--- src/rtl/ccsds_tx_pkg.sv ---
// Shared types and constants for the CCSDS transmit bit path.
package ccsds_tx_pkg;

  // Width of bit-period configuration and bit timers.
  localparam int unsigned CPB_W = 32;

  // Standard CCSDS Attached Sync Marker, transmitted bit 31 first.
  localparam logic [31:0] ASM_DEFAULT = 32'h1ACF_FC1D;

  // Framer sequencing states.
  typedef enum logic [1:0] {
    IDLE  = 2'd0,
    ASM   = 2'd1,
    DATA  = 2'd2,
    STALL = 2'd3
  } framer_state_e;

  // Pick one bit of a 32-bit marker word by its index.
  function automatic logic sel_bit(input logic [31:0] word, input logic [4:0] idx);
    return word[idx];
  endfunction

endpackage

--- src/rtl/ccsds_bit_timer.sv ---
// Bit-period timer: counts 0..cp while running, where cp is latched on load.
// Produces a strobe on the first clock of each bit and an advance pulse on
// the last clock. Parks at 0 whenever not running so the next bit restarts
// with a fresh strobe. The compare is an equality test, so cp = all-ones is
// legal and never wraps mid-bit.
module ccsds_bit_timer
  import ccsds_tx_pkg::*;
(
  input  logic             clk_i,
  input  logic             rst_ni,
  input  logic [CPB_W-1:0] period,
  input  logic             load,
  input  logic             run,
  output logic             strobe,
  output logic             advance
);

  logic [CPB_W-1:0] cp_r;
  logic [CPB_W-1:0] timer_r;
  logic             at_end_s;

  assign at_end_s = (timer_r == cp_r);
  assign strobe   = run && (timer_r == {CPB_W{1'b0}});
  assign advance  = run && at_end_s;

  // Capture the bit period at each frame start; held for the whole frame.
  always_ff @(posedge clk_i or negedge rst_ni) begin
    if (!rst_ni) begin
      cp_r <= {CPB_W{1'b0}};
    end else if (load) begin
      cp_r <= period;
    end
  end

  // Count through one bit period while running, otherwise sit at zero.
  always_ff @(posedge clk_i or negedge rst_ni) begin
    if (!rst_ni) begin
      timer_r <= {CPB_W{1'b0}};
    end else if (load || !run || at_end_s) begin
      timer_r <= {CPB_W{1'b0}};
    end else begin
      timer_r <= timer_r + 32'd1;
    end
  end

endmodule

--- src/rtl/ccsds_asm_framer.sv ---
// CCSDS ASM framer: prepends the sync marker to each transfer frame and
// serializes marker plus frame bytes MSB-first at a programmable bit rate.
// A one-byte holding buffer decouples the byte handshake from the shift
// register; the FSM stalls (and flags underrun) if a byte is late mid-frame.
module ccsds_asm_framer
  import ccsds_tx_pkg::*;
#(
  parameter int unsigned FRAME_BYTES = 223,
  parameter logic [31:0] ASM_WORD    = ASM_DEFAULT
) (
  input  logic             clk_i,
  input  logic             rst_ni,
  input  logic [CPB_W-1:0] cycles_per_bit,
  input  logic [7:0]       data_i,
  input  logic             valid_i,
  output logic             ready_o,
  output logic             bit_o,
  output logic             bit_valid_o,
  output logic             bit_strobe_o,
  output logic             asm_o,
  output logic             frame_start_o,
  output logic             underrun_o
);

  localparam int unsigned       BCNT_W    = $clog2(FRAME_BYTES + 1);
  localparam logic [BCNT_W-1:0] LAST_BYTE = BCNT_W'(FRAME_BYTES - 1);

  framer_state_e     state_r, state_n_s;
  logic [4:0]        bit_idx_r, bit_idx_n_s;
  logic [BCNT_W-1:0] byte_cnt_r, byte_cnt_n_s;
  logic [7:0]        buf_r;
  logic [7:0]        shreg_r;
  logic              buf_full_r;
  logic              ready_r;
  logic              underrun_r, underrun_n_s;
  logic              accept_s, drain_s, load_s, run_s;
  logic              strobe_s, advance_s;
  logic              bit_s;

  // ready_r mirrors !buf_full_r but stays low through reset.
  assign accept_s = valid_i && ready_r;
  assign run_s    = (state_r == ASM) || (state_r == DATA);

  ccsds_bit_timer u_timer (
    .clk_i   (clk_i),
    .rst_ni  (rst_ni),
    .period  (cycles_per_bit),
    .load    (load_s),
    .run     (run_s),
    .strobe  (strobe_s),
    .advance (advance_s)
  );

  // Next-state, position counters and datapath controls.
  always_comb begin
    state_n_s    = state_r;
    bit_idx_n_s  = bit_idx_r;
    byte_cnt_n_s = byte_cnt_r;
    load_s       = 1'b0;
    drain_s      = 1'b0;
    underrun_n_s = 1'b0;
    case (state_r)
      IDLE: begin
        if (accept_s || buf_full_r) begin
          state_n_s    = ASM;
          load_s       = 1'b1;
          bit_idx_n_s  = 5'd31;
          byte_cnt_n_s = {BCNT_W{1'b0}};
        end else begin
          state_n_s = IDLE;
        end
      end
      ASM: begin
        if (!advance_s) begin
          state_n_s = ASM;
        end else if (bit_idx_r == 5'd0) begin
          // Buffer was full on ASM entry and nothing drains during the marker.
          state_n_s    = DATA;
          drain_s      = 1'b1;
          bit_idx_n_s  = 5'd7;
          byte_cnt_n_s = {BCNT_W{1'b0}};
        end else begin
          bit_idx_n_s = bit_idx_r - 5'd1;
        end
      end
      DATA: begin
        if (!advance_s) begin
          state_n_s = DATA;
        end else if (bit_idx_r != 5'd0) begin
          bit_idx_n_s = bit_idx_r - 5'd1;
        end else if (byte_cnt_r == LAST_BYTE) begin
          if (buf_full_r) begin
            // Back-to-back frame: next byte stays buffered until marker ends.
            state_n_s    = ASM;
            load_s       = 1'b1;
            bit_idx_n_s  = 5'd31;
            byte_cnt_n_s = {BCNT_W{1'b0}};
          end else begin
            state_n_s = IDLE;
          end
        end else begin
          byte_cnt_n_s = byte_cnt_r + BCNT_W'(1'b1);
          bit_idx_n_s  = 5'd7;
          if (buf_full_r) begin
            drain_s = 1'b1;
          end else begin
            state_n_s    = STALL;
            underrun_n_s = 1'b1;
          end
        end
      end
      STALL: begin
        if (buf_full_r) begin
          state_n_s = DATA;
          drain_s   = 1'b1;
        end else begin
          state_n_s = STALL;
        end
      end
      default: begin
        state_n_s = IDLE;
      end
    endcase
  end

  // FSM state, bit/byte positions and the underrun pulse register.
  always_ff @(posedge clk_i or negedge rst_ni) begin
    if (!rst_ni) begin
      state_r    <= IDLE;
      bit_idx_r  <= 5'd0;
      byte_cnt_r <= {BCNT_W{1'b0}};
      underrun_r <= 1'b0;
    end else begin
      state_r    <= state_n_s;
      bit_idx_r  <= bit_idx_n_s;
      byte_cnt_r <= byte_cnt_n_s;
      underrun_r <= underrun_n_s;
    end
  end

  // Holding buffer: a same-cycle drain and accept leaves it full with new data.
  always_ff @(posedge clk_i or negedge rst_ni) begin
    if (!rst_ni) begin
      buf_r      <= 8'h00;
      buf_full_r <= 1'b0;
      ready_r    <= 1'b0;
    end else if (accept_s) begin
      buf_r      <= data_i;
      buf_full_r <= 1'b1;
      ready_r    <= 1'b0;
    end else if (drain_s) begin
      buf_full_r <= 1'b0;
      ready_r    <= 1'b1;
    end else begin
      ready_r <= !buf_full_r;
    end
  end

  // Shift register takes the buffered byte at byte boundaries.
  always_ff @(posedge clk_i or negedge rst_ni) begin
    if (!rst_ni) begin
      shreg_r <= 8'h00;
    end else if (drain_s) begin
      shreg_r <= buf_r;
    end
  end

  // Serial bit selection from the marker word or the current byte.
  always_comb begin
    bit_s = 1'b0;
    if (state_r == ASM) begin
      bit_s = sel_bit(ASM_WORD, bit_idx_r);
    end else if (state_r == DATA) begin
      bit_s = shreg_r[bit_idx_r[2:0]];
    end else begin
      bit_s = 1'b0;
    end
  end

  assign ready_o       = ready_r;
  assign bit_o         = bit_s;
  assign bit_valid_o   = run_s;
  assign bit_strobe_o  = strobe_s;
  assign asm_o         = (state_r == ASM);
  assign frame_start_o = (state_r == ASM) && (bit_idx_r == 5'd31) && strobe_s;
  assign underrun_o    = underrun_r;

endmodule

--- config.mk ---
export PLATFORM = sky130hd
export DESIGN_NAME = ccsds_asm_framer
export DESIGN_NICKNAME = d
export VERILOG_FILES = /design/src/rtl/ccsds_tx_pkg.sv /design/src/rtl/ccsds_bit_timer.sv /design/src/rtl/ccsds_asm_framer.sv
export SDC_FILE = /design/constraint.sdc
export NUM_CORES = 1
export LEC_CHECK = 0
export BUFFER_PORTS_ARGS = -buffer_cell sky130_fd_sc_hd__buf_2
export CAP_MARGIN = 25
export CELL_PAD_IN_SITES_DETAIL_PLACEMENT = 1
export CELL_PAD_IN_SITES_GLOBAL_PLACEMENT = 1
export CORE_MARGIN = 2
export CORE_UTILIZATION = 45
export CTS_BUF_LIST = sky130_fd_sc_hd__clkbuf_2
export DETAILED_ROUTE_END_ITERATION = 10
export GPL_ROUTABILITY_DRIVEN = 0
export PLACE_DENSITY_LB_ADDON = 0.25
export SKIP_LAST_GASP = 1
export SYNTH_ARGS = -nofsm -noshare
export SYNTH_HDL_FRONTEND = slang
export SYNTH_SLANG_ARGS = --single-unit
--- constraint.sdc ---
create_clock -name clk_i -period 2.46 [get_ports clk_i]
set_input_delay 0 -clock clk_i [delete_from_list [all_inputs] [get_ports clk_i]]
set_output_delay 0 -clock clk_i [all_outputs]
set_load 0.02 [all_outputs]
==> flow_summary.toml <==
[critical_path]
cp.required_ns = 2.99
path_cells = "xnor2_2 -> nand4_1 -> nor4_4 -> buf_4 -> o2111ai_2 -> a21oi_4 -> buf_12 -> mux2_2"
crit_path_max_fanout = 10
ff2ff_path_depth = 8
crit_arrival_ns = 2.97
critPathKind = "reg2reg"
crit_path_start_kind = "flop"
end_kind = "flop"
critPathSlowestCell = "dfrtp_1"
slowest_delay_ns = 0.52

[die]
die_height_um = 113
pin_count = 50
start_util = 0.464
die_area_um2 = 12700
die_w_um = 113
core_um2 = 11500
rows = 39

[power_and_ir_drop]
peakVddDrop_v = 0.000352
p_leak_nw = 3.07
p_int_mw = 1.88
power-per-cell-area_nw_per_um2 = 369
p_seq_frac = 0.663
power_frac_comb = 0.084
p_sw_mw = 0.630
switching_share = 0.251
power_frac_clock = 0.253

[clocking]
clk_pin_slew_ns = 0.25
cts_made_buffers = 9
h-tree-depth = 3
cts-root-buf = "clkbuf_2"
cts_sinks = 98
worstSkewPairLatency_ns = 0.62
cts_buffer_depth = 2
cts_tree = "yes"

[synthesis]
netlist_instances = 476
yosys_warnings = 0
synth_flop_cell = "dfrtp_1"
syn_avg_cell_area_um2 = 11.2
ys_ff_latch = 98
ys_types = 51
synth_area_um2 = 5330
synth_nets = 531
seq_area_frac_synth = 0.461
ys_async_sr_fraction = 1.00
synth_edf_count = 0

[layout]
final_common_cell = "dfrtp_1"
register_area_um2 = 2460
multi_input_area_um2 = 2790
fin_nets = 674
area_growth_pct = 27.7
final_cell_mix = "dfrtp_1 (91), buf_4 (55), nor2_1 (50)"
num-fill-cells = 1232
drive_above_1_share = 0.328
diodes = 0
final_cells = 765

[sta]
report.final.slew_viol_count = 0
hold_viol_final = 0
finalCriticalPeriod_ns = 2.44
clock_skew_ns = 0.0342
rsz0062_at_grt = "true"
slew_headroom = 0.622
tightest_slew_ns = 0.561
fmax_mhz = 410
fin_ws_ns = 0.0210
setup_viol = 0
final.period_utilization = 0.991

[route]
viasPerCell = 5.57
ant_nets = 0
drt_iter0_drc = 213
via_count = 4263
first_pass_iters = 4
drc = 0
post_drt_wl_per_cell_um = 20.6
drt_wl_total_mm = 15.7

[placement]
hpwlAfterDp_mm = 10.2
placed_cells = 694
dp_slack_ns = -0.112
port_buffers = 49

[global_route]
grt_overflow_total = 0
grt_antenna_before_repair = 0
grt_pass1_wl_mm = 25.3
grt_pass1_vias = 4739
track_usage = 0.258
grt_max_degree = 42

[run]
drv_cap = 0

[worst_hold_path]
hold_path_class = "in2reg"
whs_path_depth = 3

[outcome]
status = "finished, final reports clean"
[per-stage QoR]
step | utilization | instance area (um^2) | TNS, ns | hold slack (ns) | total power, mW
3_3_place_gp | 0.523 | 6000 | -0.489 | 0.0337 | 1.83
6_report | 0.593 | 6800 | 0 | 0.122 | 2.51
3_5_place_dp | 0.523 | 6000 | -0.959 | 0.0355 | 1.84
5_1_grt | 0.593 | 6800 | -1.85 | 0.0781 | 2.63
4_1_cts | 0.579 | 6640 | -0.0309 | 0.0812 | 2.54
2_1_floorplan | - | 5330 | 0 | -0.296 | 1.75
[worst max-delay path, delay by kind of cell, from the launching register on]
kind	cells	cell delay [ns]
compound gates	2	0.38
buf+inv	2	0.35
xor+xnor	1	0.20
simple gates	2	0.55
flops	1	0.52
mux	1	0.35
[routing by layer]
layer	routed length (um)	part of all wire	vias up	GRT usage
li1	-	-	1967	-
met1	6310	0.40	2173	0.301
met2	8580	0.54	98	0.475
met3	549	0.035	25	0.0514
met4	303	0.019	0	0.0789
met5	0	0	-	0
[synthesized netlist by cell type (2+ instances only)]
cell / instances / area (um^2)
xor2_1: 23 / 201
o21ai_0: 14 / 70.1
o21a_1: 2 / 15.0
nand3_1: 17 / 85.1
o41ai_1: 3 / 26.3
o31ai_1: 13 / 97.6
xnor2_1: 40 / 350
nand2b_1: 2 / 12.5
a21oi_1: 6 / 30.0
nor4_1: 9 / 56.3
mux2_4: 30 / 450
nor2_1: 52 / 195
nor4b_1: 2 / 17.5
clkbuf_1: 5 / 18.8
a31oi_1: 3 / 18.8
nand2_1: 22 / 82.6
buf_12: 3 / 60.1
ha_1: 12 / 150
mux2_2: 20 / 225
and2_1: 3 / 18.8
inv_1: 16 / 60.1
o2111ai_1: 2 / 17.5
nand4_1: 22 / 138
and3_1: 8 / 50.1
buf_2: 11 / 55.1
dfrtp_1: 98 / 2450
nor2b_1: 3 / 18.8
nor3_1: 9 / 45.0
mux4_2: 2 / 45.0
nor4_4: 3 / 63.8
[flip-flops by register name (all words and copies together) (netlist names)]
register,cells
u_timer.cp_r,32
buf_full_r,1
shreg_r,8
state_r,2
underrun_o,1
bit_idx_r,5
byte_cnt_r,8
ready_o,1
buf_r,8
u_timer.timer_r,32
[cell families after synthesis]
group | after synthesis | synth area share
and+or+nand+nor | 158 | 0.156
buffers and inverters | 37 | 0.0399
xor gates and xnor gates | 63 | 0.104
muxes | 53 | 0.137
adders and majority gates | 12 | 0.0282
DFF | 98 | 0.461
AOI/OAI and AO/OA | 55 | 0.0743
[final cells by class]
type,count,share of cell area
Sequential cell,98,0.362
Clock buffer,9,0.00662
Timing Repair Buffer,153,0.182
Multi-Input combinational cell,341,0.411
Tap cell,143,0.0263
Inverter,16,0.00920
Clock inverter,5,0.00350
[repair_timing]
item	in CTS	in global routing
endpoints found under the hold margin	141	0
setup buffers	7	5
cloned	0	1
hold buffers	44	0
gates resized for setup	7	28
pin swaps	4	5
setup endpoints to repair	41	54
[power by group through the flow]
stage,Sequential (mW),Combinational [mW],Clock [mW]
global placement,1.69,0.144,0
finish,1.67,0.210,0.636
floorplan,1.68,0.0638,0
CTS,1.67,0.209,0.670
global route,1.67,0.230,0.733
detailed placement,1.69,0.149,0
[worst paths after layout]
| path | from | endpoint | slack [ns] |
|---|---|---|---|
| worst min-delay path | cycles_per_bit[13] | u_timer.cp_r[13] | 0.12 |
| min in group asynchronous | rst_ni | u_timer.cp_r[6] | 0.46 |
| worst min register to register | byte_cnt_r[7] | byte_cnt_r[7] | 0.53 |
| max in group asynchronous | rst_ni | bit_idx_r[3] | 1.69 |
| worst max register to register | u_timer.timer_r[30] | shreg_r[1] | 0.02 |
| worst max-delay path | u_timer.timer_r[30] | shreg_r[1] | 0.02 |
(Power assumes the default switching activity.)
